==> config.mk <==
export PLATFORM = sky130hd
export DESIGN_NAME = blaster_multivibrator_flat
export DESIGN_NICKNAME = d
export VERILOG_FILES = /design/src/rtl/blaster_multivib_pkg.sv /design/src/rtl/blaster_multivibrator_if.sv /design/src/rtl/blaster_multivib_channel.sv /design/src/rtl/blaster_multivibrator.sv /design/src/flat_wrapper.sv
export SDC_FILE = /design/constraint.sdc
export NUM_CORES = 1
export LEC_CHECK = 0
export CAP_MARGIN = 20
export CORE_UTILIZATION = 51
export CTS_CLUSTER_DIAMETER = 100
export DETAILED_ROUTE_END_ITERATION = 12
export GPL_TIMING_DRIVEN = 0
export PLACE_DENSITY = 0.84
export SLEW_MARGIN = 20
export SYNTH_ARGS = -nofsm -noshare
export SYNTH_HDL_FRONTEND = slang
export SYNTH_HIERARCHICAL = 1
export SYNTH_SLANG_ARGS = --single-unit
==> constraint.sdc <==
create_clock -name i_clk -period 4.5 [get_ports i_clk]
set_input_delay 0.9 -clock i_clk [delete_from_list [all_inputs] [get_ports i_clk]]
set_output_delay 0.9 -clock i_clk [all_outputs]
set_load 0.01 [all_outputs]
==> src/rtl/blaster_multivib_pkg.sv <==
// Shared types, parameter defaults/limits and a range helper for blaster_multivibrator.
package blaster_multivib_pkg;

    typedef enum logic [0:0] {
        IDLE   = 1'b0,
        ACTIVE = 1'b1
    } chan_state_e;

    localparam logic [0:0] ST_IDLE   = 1'b0;
    localparam logic [0:0] ST_ACTIVE = 1'b1;

    localparam int CH_NUM_DEF      = 4;
    localparam int CH_NUM_MIN      = 1;
    localparam int CH_NUM_MAX      = 32;
    localparam int BIT_WIDTH_DEF   = 6;
    localparam int BIT_WIDTH_MIN   = 1;
    localparam int BIT_WIDTH_MAX   = 32;
    localparam int SYNC_STAGES_DEF = 2;
    localparam int SYNC_STAGES_MIN = 2;
    localparam int SYNC_STAGES_MAX = 4;

    function automatic logic in_range(input int v, input int lo, input int hi);
        return (v >= lo) && (v <= hi);
    endfunction

endpackage

==> src/rtl/blaster_multivibrator_if.sv <==
// Strobe/enable/length inputs and pulse/done outputs of blaster_multivibrator.
interface blaster_multivibrator_if
    import blaster_multivib_pkg::*;
#(
    parameter int CH_NUM    = CH_NUM_DEF,
    parameter int BIT_WIDTH = BIT_WIDTH_DEF
);
    logic [CH_NUM-1:0]           i_strobe;
    logic [CH_NUM-1:0]           i_en;
    logic [CH_NUM*BIT_WIDTH-1:0] i_data_pulse;
    logic [CH_NUM-1:0]           o_out;
    logic [CH_NUM-1:0]           o_done;

    modport master (
        output i_strobe, i_en, i_data_pulse,
        input  o_out, o_done
    );

    modport slave (
        input  i_strobe, i_en, i_data_pulse,
        output o_out, o_done
    );
endinterface

==> src/rtl/blaster_multivib_channel.sv <==
// One pulse-stretch channel: strobe synchronizer, rising-edge detector, IDLE/ACTIVE FSM, counter.
// Retrigger-while-active is enabled by defining BLASTER_MULTIVIB_RETRIGGER_EN.
module blaster_multivib_channel
    import blaster_multivib_pkg::*;
#(
    parameter int BIT_WIDTH   = BIT_WIDTH_DEF,
    parameter int SYNC_STAGES = SYNC_STAGES_DEF
) (
    input  logic                 i_clk,
    input  logic                 i_rst_n,
    input  logic                 i_strobe,
    input  logic                 i_en,
    input  logic [BIT_WIDTH-1:0] i_len,
    output logic                 o_out,
    output logic                 o_done
);

    logic [SYNC_STAGES-1:0] r_sync;
    logic [SYNC_STAGES-1:0] r_vld;
    logic                   r_edge;
    logic                   r_trig;
    logic [0:0]             r_state;
    logic [BIT_WIDTH-1:0]   r_cnt;
    logic                   r_out;
    logic                   r_done;

    logic [0:0]             w_state_nxt;
    logic [BIT_WIDTH-1:0]   w_cnt_nxt;
    logic                   w_out_nxt;
    logic                   w_done_nxt;

    // Synchronizer and edge detector; r_vld stops reset-time zeros from looking like a real low sample.
    always_ff @(posedge i_clk or negedge i_rst_n) begin
        if (!i_rst_n) begin
            r_sync <= '0;
            r_vld  <= '0;
            r_edge <= 1'b1;
            r_trig <= 1'b0;
        end else begin
            r_sync <= {r_sync[SYNC_STAGES-2:0], i_strobe};
            r_vld  <= {r_vld[SYNC_STAGES-2:0], 1'b1};
            r_edge <= r_vld[SYNC_STAGES-1] ? r_sync[SYNC_STAGES-1] : 1'b1;
            r_trig <= r_vld[SYNC_STAGES-1] & r_sync[SYNC_STAGES-1] & ~r_edge;
        end
    end

    // Next-state logic for the pulse FSM and length counter.
    always_comb begin
        w_state_nxt = r_state;
        w_cnt_nxt   = r_cnt;
        w_out_nxt   = 1'b0;
        w_done_nxt  = 1'b0;
        if (!i_en) begin
            w_state_nxt = ST_IDLE;
            w_cnt_nxt   = '0;
        end else begin
            case (r_state)
                ST_IDLE: begin
                    if (r_trig) begin
                        w_state_nxt = ST_ACTIVE;
                        w_cnt_nxt   = i_len;
                        w_out_nxt   = 1'b1;
                    end else begin
                        w_state_nxt = ST_IDLE;
                    end
                end
                ST_ACTIVE: begin
`ifdef BLASTER_MULTIVIB_RETRIGGER_EN
                    if (r_trig) begin
                        w_cnt_nxt = i_len;
                        w_out_nxt = 1'b1;
                    end else
`endif
                    if (r_cnt == '0) begin
                        w_state_nxt = ST_IDLE;
                        w_done_nxt  = 1'b1;
                    end else begin
                        w_cnt_nxt = r_cnt - BIT_WIDTH'(1);
                        w_out_nxt = 1'b1;
                    end
                end
                default: begin
                    w_state_nxt = ST_IDLE;
                    w_cnt_nxt   = '0;
                end
            endcase
        end
    end

    // FSM, counter and registered outputs.
    always_ff @(posedge i_clk or negedge i_rst_n) begin
        if (!i_rst_n) begin
            r_state <= ST_IDLE;
            r_cnt   <= '0;
            r_out   <= 1'b0;
            r_done  <= 1'b0;
        end else begin
            r_state <= w_state_nxt;
            r_cnt   <= w_cnt_nxt;
            r_out   <= w_out_nxt;
            r_done  <= w_done_nxt;
        end
    end

    assign o_out  = r_out;
    assign o_done = r_done;

endmodule

==> src/rtl/blaster_multivibrator.sv <==
// Multi-channel retriggerable/non-retriggerable pulse stretcher top.
// Optional macro: BLASTER_MULTIVIB_RETRIGGER_EN (retrigger while a pulse is active).
module blaster_multivibrator
    import blaster_multivib_pkg::*;
#(
    parameter int CH_NUM      = CH_NUM_DEF,
    parameter int BIT_WIDTH   = BIT_WIDTH_DEF,
    parameter int SYNC_STAGES = SYNC_STAGES_DEF
) (
    input  logic                    i_clk,
    input  logic                    i_rst_n,
    blaster_multivibrator_if.slave  bus
);

    if (!in_range(CH_NUM, CH_NUM_MIN, CH_NUM_MAX) ||
        !in_range(BIT_WIDTH, BIT_WIDTH_MIN, BIT_WIDTH_MAX) ||
        !in_range(SYNC_STAGES, SYNC_STAGES_MIN, SYNC_STAGES_MAX)) begin : g_param_err
        $fatal(1, "blaster_multivibrator: CH_NUM/BIT_WIDTH/SYNC_STAGES out of range");
    end

    logic [CH_NUM-1:0] w_out;
    logic [CH_NUM-1:0] w_done;

    for (genvar c = 0; c < CH_NUM; c++) begin : g_ch
        blaster_multivib_channel #(
            .BIT_WIDTH   (BIT_WIDTH),
            .SYNC_STAGES (SYNC_STAGES)
        ) u_ch (
            .i_clk    (i_clk),
            .i_rst_n  (i_rst_n),
            .i_strobe (bus.i_strobe[c]),
            .i_en     (bus.i_en[c]),
            .i_len    (bus.i_data_pulse[c*BIT_WIDTH +: BIT_WIDTH]),
            .o_out    (w_out[c]),
            .o_done   (w_done[c])
        );
    end

    assign bus.o_out  = w_out;
    assign bus.o_done = w_done;

endmodule

==> src/flat_wrapper.sv <==
// flat-port wrapper written by rule: the top's interface ports become plain ports
module blaster_multivibrator_flat import blaster_multivib_pkg::*;
#(
    parameter int CH_NUM      = CH_NUM_DEF,
    parameter int BIT_WIDTH   = BIT_WIDTH_DEF,
    parameter int SYNC_STAGES = SYNC_STAGES_DEF
)
  (i_clk, i_rst_n, bus_i_strobe, bus_i_en, bus_i_data_pulse, bus_o_out, bus_o_done);
  blaster_multivibrator_if #(.CH_NUM(CH_NUM), .BIT_WIDTH(BIT_WIDTH)) bus_i ();
  input  logic i_clk;
  input  logic i_rst_n;
  input wire logic [$bits(bus_i.i_strobe)-1:0] bus_i_strobe;
  input wire logic [$bits(bus_i.i_en)-1:0] bus_i_en;
  input wire logic [$bits(bus_i.i_data_pulse)-1:0] bus_i_data_pulse;
  output wire logic [$bits(bus_i.o_out)-1:0] bus_o_out;
  output wire logic [$bits(bus_i.o_done)-1:0] bus_o_done;
  assign bus_i.i_strobe = bus_i_strobe;
  assign bus_i.i_en = bus_i_en;
  assign bus_i.i_data_pulse = bus_i_data_pulse;
  assign bus_o_out = bus_i.o_out;
  assign bus_o_done = bus_i.o_done;
  blaster_multivibrator #(.CH_NUM(CH_NUM), .BIT_WIDTH(BIT_WIDTH), .SYNC_STAGES(SYNC_STAGES)) u_core (.i_clk(i_clk), .i_rst_n(i_rst_n), .bus(bus_i));
endmodule
# Word level (Yosys, flattened, before mapping)

Cells that the tools add are included.

Bits in registers: 56
Input bits: 34
Output and inout bits: 8

Add/sub/neg operators: 4
Equality and inequality tests: 8
Mux-type cells: 48
Bitwise gates (word level): 16
Reductions and logical operators: 8

Operator list:

| cell                | number |
|---|---|
| $mux 6              | 12 |
| $pmux 6 s2          | 4 |
| $mux 1              | 28 |
| $logic_not 6->1     | 4 |
| $ne 3x3->1 const B  | 8 |
| $sub 6x1->6 const B | 4 |
| $and 1x1->1         | 8 |
| $not 1->1           | 8 |
| $pmux 1 s2          | 4 |
| $reduce_and 2->1    | 4 |

# Logic depth before layout (Yosys ltp)

Word-level depth: 4
Depth in mapped cells: 6
Mapped depth without buffers: 6

# Modules after synthesis

Netlist, hierarchy kept.

By module, submodules not included:

| module                   | times used | cells an instance | area each (µm²) | seq. area each (µm²) |
|---|---|---|---|---|
| blaster_multivib_channel | 4          | 56                | 664.4           | 351.6 |

# Least setup slack after synthesis

OpenSTA, ideal clock, no wires.

Path kind: input port to flip-flop
Start point: input bus_i_en[0]
End point: register u_core.g_ch[0].u_ch.r_cnt[3]
Setup time: 0.066 ns
Arrival time: 1.627 ns
Data required time: 4.434 ns
Slack: 2.807 ns
Stages on the path: 3
Path buffers: 0
Cell sequence: or3b_4 -> o22ai_4 -> a22o_1

Longest elaborated chain between the ends: 2
Elaborated cells on any way between the ends: 4
Those cells by class: 2 x eq/ne; 1 x mux; 1 x reduce/logical

Ends and longest elaborated chain:

| item                              | line                           | RTL |
|---|---|---|
| from (decl)                       | flat_wrapper.sv:13             | `input wire logic [$bits(bus_i.i_en)-1:0] bus_i_en;` |
| $ne 3x3->1 (no source line)       | n/a                            |  |
| $reduce_and 2->1 (no source line) | n/a                            |  |
| to (signal assigned)              | blaster_multivib_channel.sv:99 | `r_cnt <= w_cnt_nxt;` |
| to (decl)                         | blaster_multivib_channel.sv:23 | `logic [BIT_WIDTH-1:0] r_cnt;` |

Parallel ways exist; a longest one is shown, timed or not.
A chain may end at the register's enable or synchronous reset.

# Final worst setup path

Start point: register u_core.g_ch[2].u_ch.r_out
End point: output bus_o_out[2]

RTL lines:

| item                   | line                            | RTL |
|---|---|---|
| from (decl)            | blaster_multivib_channel.sv:24  | `logic r_out;` |
| from (signal assigned) | blaster_multivib_channel.sv:100 | `r_out <= w_out_nxt;` |
| to (decl)              | flat_wrapper.sv:15              | `output wire logic [$bits(bus_i.o_out)-1:0] bus_o_out;` |

No word-level cell between the ends.

==> flow_summary.yaml <==
synthesis:
  yosysTopAreaCell: "dfrtp_1"
  syn_area_per_cell_um2: 11.9
  synth_top_family_by_area: "compound AO/OA/AOI/OAI gates"
  async_reset_ff_frac: 1.00
  synthDistinctLibCells: 23
  yosys.area_share.simple: 0.156
  synth_compound_area_frac: 0.192
  seq_area_frac_synth: 0.529
  synth_top_flop_cell: "dfrtp_1"
  synth_mux_area_frac: 0.0169
  synth-xor-area-share: 0.0395
  synthTopCellsByCount: "dfrtp_1 (52), nor2_1 (28), a21oi_1 (20), a22o_1 (20)"
  ys_warn_count: 6
  synth_most_common_cell: "dfrtp_1"
  netlist_top_cells_area: "dfrtp_1 (49%), a22o_1 (6.6%), nand4bb_4 (4.1%)"
  ys_ff_latch: 56
  synthesis.nets: 266
  syn_area_um2: 2660
  yosysTopAreaCellShare: 0.490
  synth_edf_count: 0
  synthAdderAreaFrac: 0.0377
  syn_inst: 224
drt:
  route.detailed.wl_per_inst_um: 13.7
  totalWireLength_um: 4640
  drt_pass1_iterations: 4
  ant_nets: 0
  vias: 1785
  vias_per_cell: 5.25
  drc: 0
  drtIter0Drc: 64
run:
  cap_viol_max_count: 0
floorplanning:
  die_area_um2: 5500
  core_area_um2: 4880
  die_w_um: 74.2
  io_pins: 42
  start_util: 0.545
  fp-row-count: 25
  die-height_um: 74.2
timing:
  finalCritPeriodShare: 0.507
  hold_violations: 0
  period_minus_slack_ns: 2.28
  tns_ns: 0
  fin_skew_ns: 0.0131
  rsz0062_at_grt: "no"
  finalSetupViolations: 0
  worst_slew_pin_slew_ns: 0.668
  maxSlewViolCount: 0
  max_freq_ghz: 0.438
  relSlewSlack: 0.555
  postLayoutSetupSlackWorst_ns: 2.22
grt:
  antenna_found_initial: 0
  track_usage: 0.186
  grt_pass1_vias: 1740
  grt_max_degree: 57
  grt_pass1_wl_um: 7580
  overflow: 0
critical_path:
  crit_chain: "clkdlybuf4s50_1"
  path_class: "register to primary output"
  crit_family: "buffers and inverters"
  crit_fanout: 5
  startpoint_type: "register"
  worstPathArrival_ns: 1.38
  cp_data_required_time_ns: 3.60
  critPathSlowestCell: "clkdlybuf4s50_1"
  critPathBufInv: 1
  cpPeakStageDelay_ns: 0.58
  worstSetupEndpointType: "primary output"
clocking:
  clockBufferDepth: 2
  clk_latency_ns: 0.31
  post_cts_buffers: 0
  tritoncts.num_buffers: 5
  path_clk_slew_ns: 0.10
  hold_buffers: 0
  tritoncts: "done"
  htreeDepth: 2
  cts_resized: 0
  clock_sinks: 56
  clockRootBuffer: "clkbuf_8"
power_and_ir_drop:
  p_leak_nw: 1.39
  total_power_mw: 1.02
  ir_drop_mv: 0.312
  p_per_area_nw_per_um2: 312
finish:
  drive_gt1_frac: 0.136
  area_growth_pct: 22.7
  utilization: 0.668
  antenna_cells: 0
  nNetsFinal: 314
  post_layout_nonfiller_instances: 340
placement:
  post-dp-hpwl_um: 3310
  place.detailed.instances: 332
  io_buffer_count: 41
  place_ws_ns: 2.14
  place_congestion: 0.816
status:
  status: "completed"
hold_path:
  hold_class: "register to register"
## logic make-up (layout without fill, tap and decap cells)
family,Yosys count,in the layout
AND/OR/NAND/NOR,64,64
AO/OA/AOI/OAI,60,60
flip-flops,56,56
buffers and inverters,16,65
XOR/XNOR,12,12
adder cells (fa/ha/maj),8,8
other,4,4
multiplexers,4,4
## through the flow
stage	cell area, µm²	hold WS [ns]
final	3260	0.339
after global routing	3260	0.348
after CTS	3260	0.343
after detailed placement	3150	0.336
after global placement	3150	0.331
after floorplan	2660	0.331
## registers in the layout, indices dropped and copies added, names as in the netlist
signal,count
u_core/g_ch.u_ch/r_cnt,24
u_core/g_ch.u_ch/r_sync,8
u_core/g_ch.u_ch/r_vld,8
u_core/g_ch.u_ch/o_done,4
u_core/g_ch.u_ch/o_out,4
u_core/g_ch.u_ch/r_edge,4
u_core/g_ch.u_ch/r_trig,4
## layer usage
metal	vias to the layer above	routed length, µm	global-route usage
li1	874	-	-
met2	26	2490	0.335
met4	0	87	0.0833
met3	12	113	0.0420
met5	-	0	0
met1	873	1960	0.210
## worst register-to-register path, cell delays in order, from the launching register on
cell and delay [ns]:
dfrtp_1 0.41, inv_1 0.12, ha_1 0.21, nand4bb_4 0.15
o311a_4 0.38, a22o_1 0.22
## power by group
part | switching, mW | leakage [nW] | total (mW) | internal [mW]
sequential | 0.0193 | 0.725 | 0.545 | 0.526
clock | 0.154 | 0.0541 | 0.318 | 0.165
combinational | 0.0697 | 0.616 | 0.155 | 0.0848
## placed cells by master (no fill, tap or decap), drive strengths merged
cell           instances
conb                   4
o21a                   4
o22ai                  4
nand4bb                4
dfrtp                 52
or3b                   4
nand2b                 4
o21ai                  8
inv                   12
a22o                  20
dfstp                  4
clkdlybuf4s50         40
clkbuf                 9
nor3b                  4
ha                     8
nor2                  28
clkinvlp               1
o311a                  4
bufinv                 1
nor3                   4
buf                    1
a21oi                 20
xnor2                 12
nand2                  8
or2                    4
clkinv                 1
and3                   4
mux2                   4
## final cells by class
class | instances | area, µm²
Sequential cell | 56 | 1410
Tap cell | 67 | 83.8
Inverter | 12 | 45.0
Buffer | 4 | 15.0
Multi-Input combinational cell | 152 | 1190
Clock inverter | 3 | 42.5
Clock buffer | 5 | 68.8
Timing Repair Buffer | 41 | 408
Fill cell | 390 | 1620
## final timing paths
path | startpoint | endpoint | slack [ns] | depth (start not counted)
min | u_core/g_ch[1].u_ch/r_vld[0] | u_core/g_ch[1].u_ch/r_vld[1] | 0.34 | 0
max in group asynchronous | i_rst_n | u_core/g_ch[3].u_ch/r_vld[1] | 3.42 | 1
min in group asynchronous | i_rst_n | u_core/g_ch[2].u_ch/r_cnt[5] | 0.62 | 1
max reg2reg | u_core/g_ch[0].u_ch/r_cnt[0] | u_core/g_ch[0].u_ch/r_cnt[1] | 2.92 | 5
max | u_core/g_ch[2].u_ch/o_out | bus_o_out[2] | 2.22 | 1
min reg2reg | u_core/g_ch[1].u_ch/r_vld[0] | u_core/g_ch[1].u_ch/r_vld[1] | 0.34 | 0
Power figures use the tool's default switching activity.
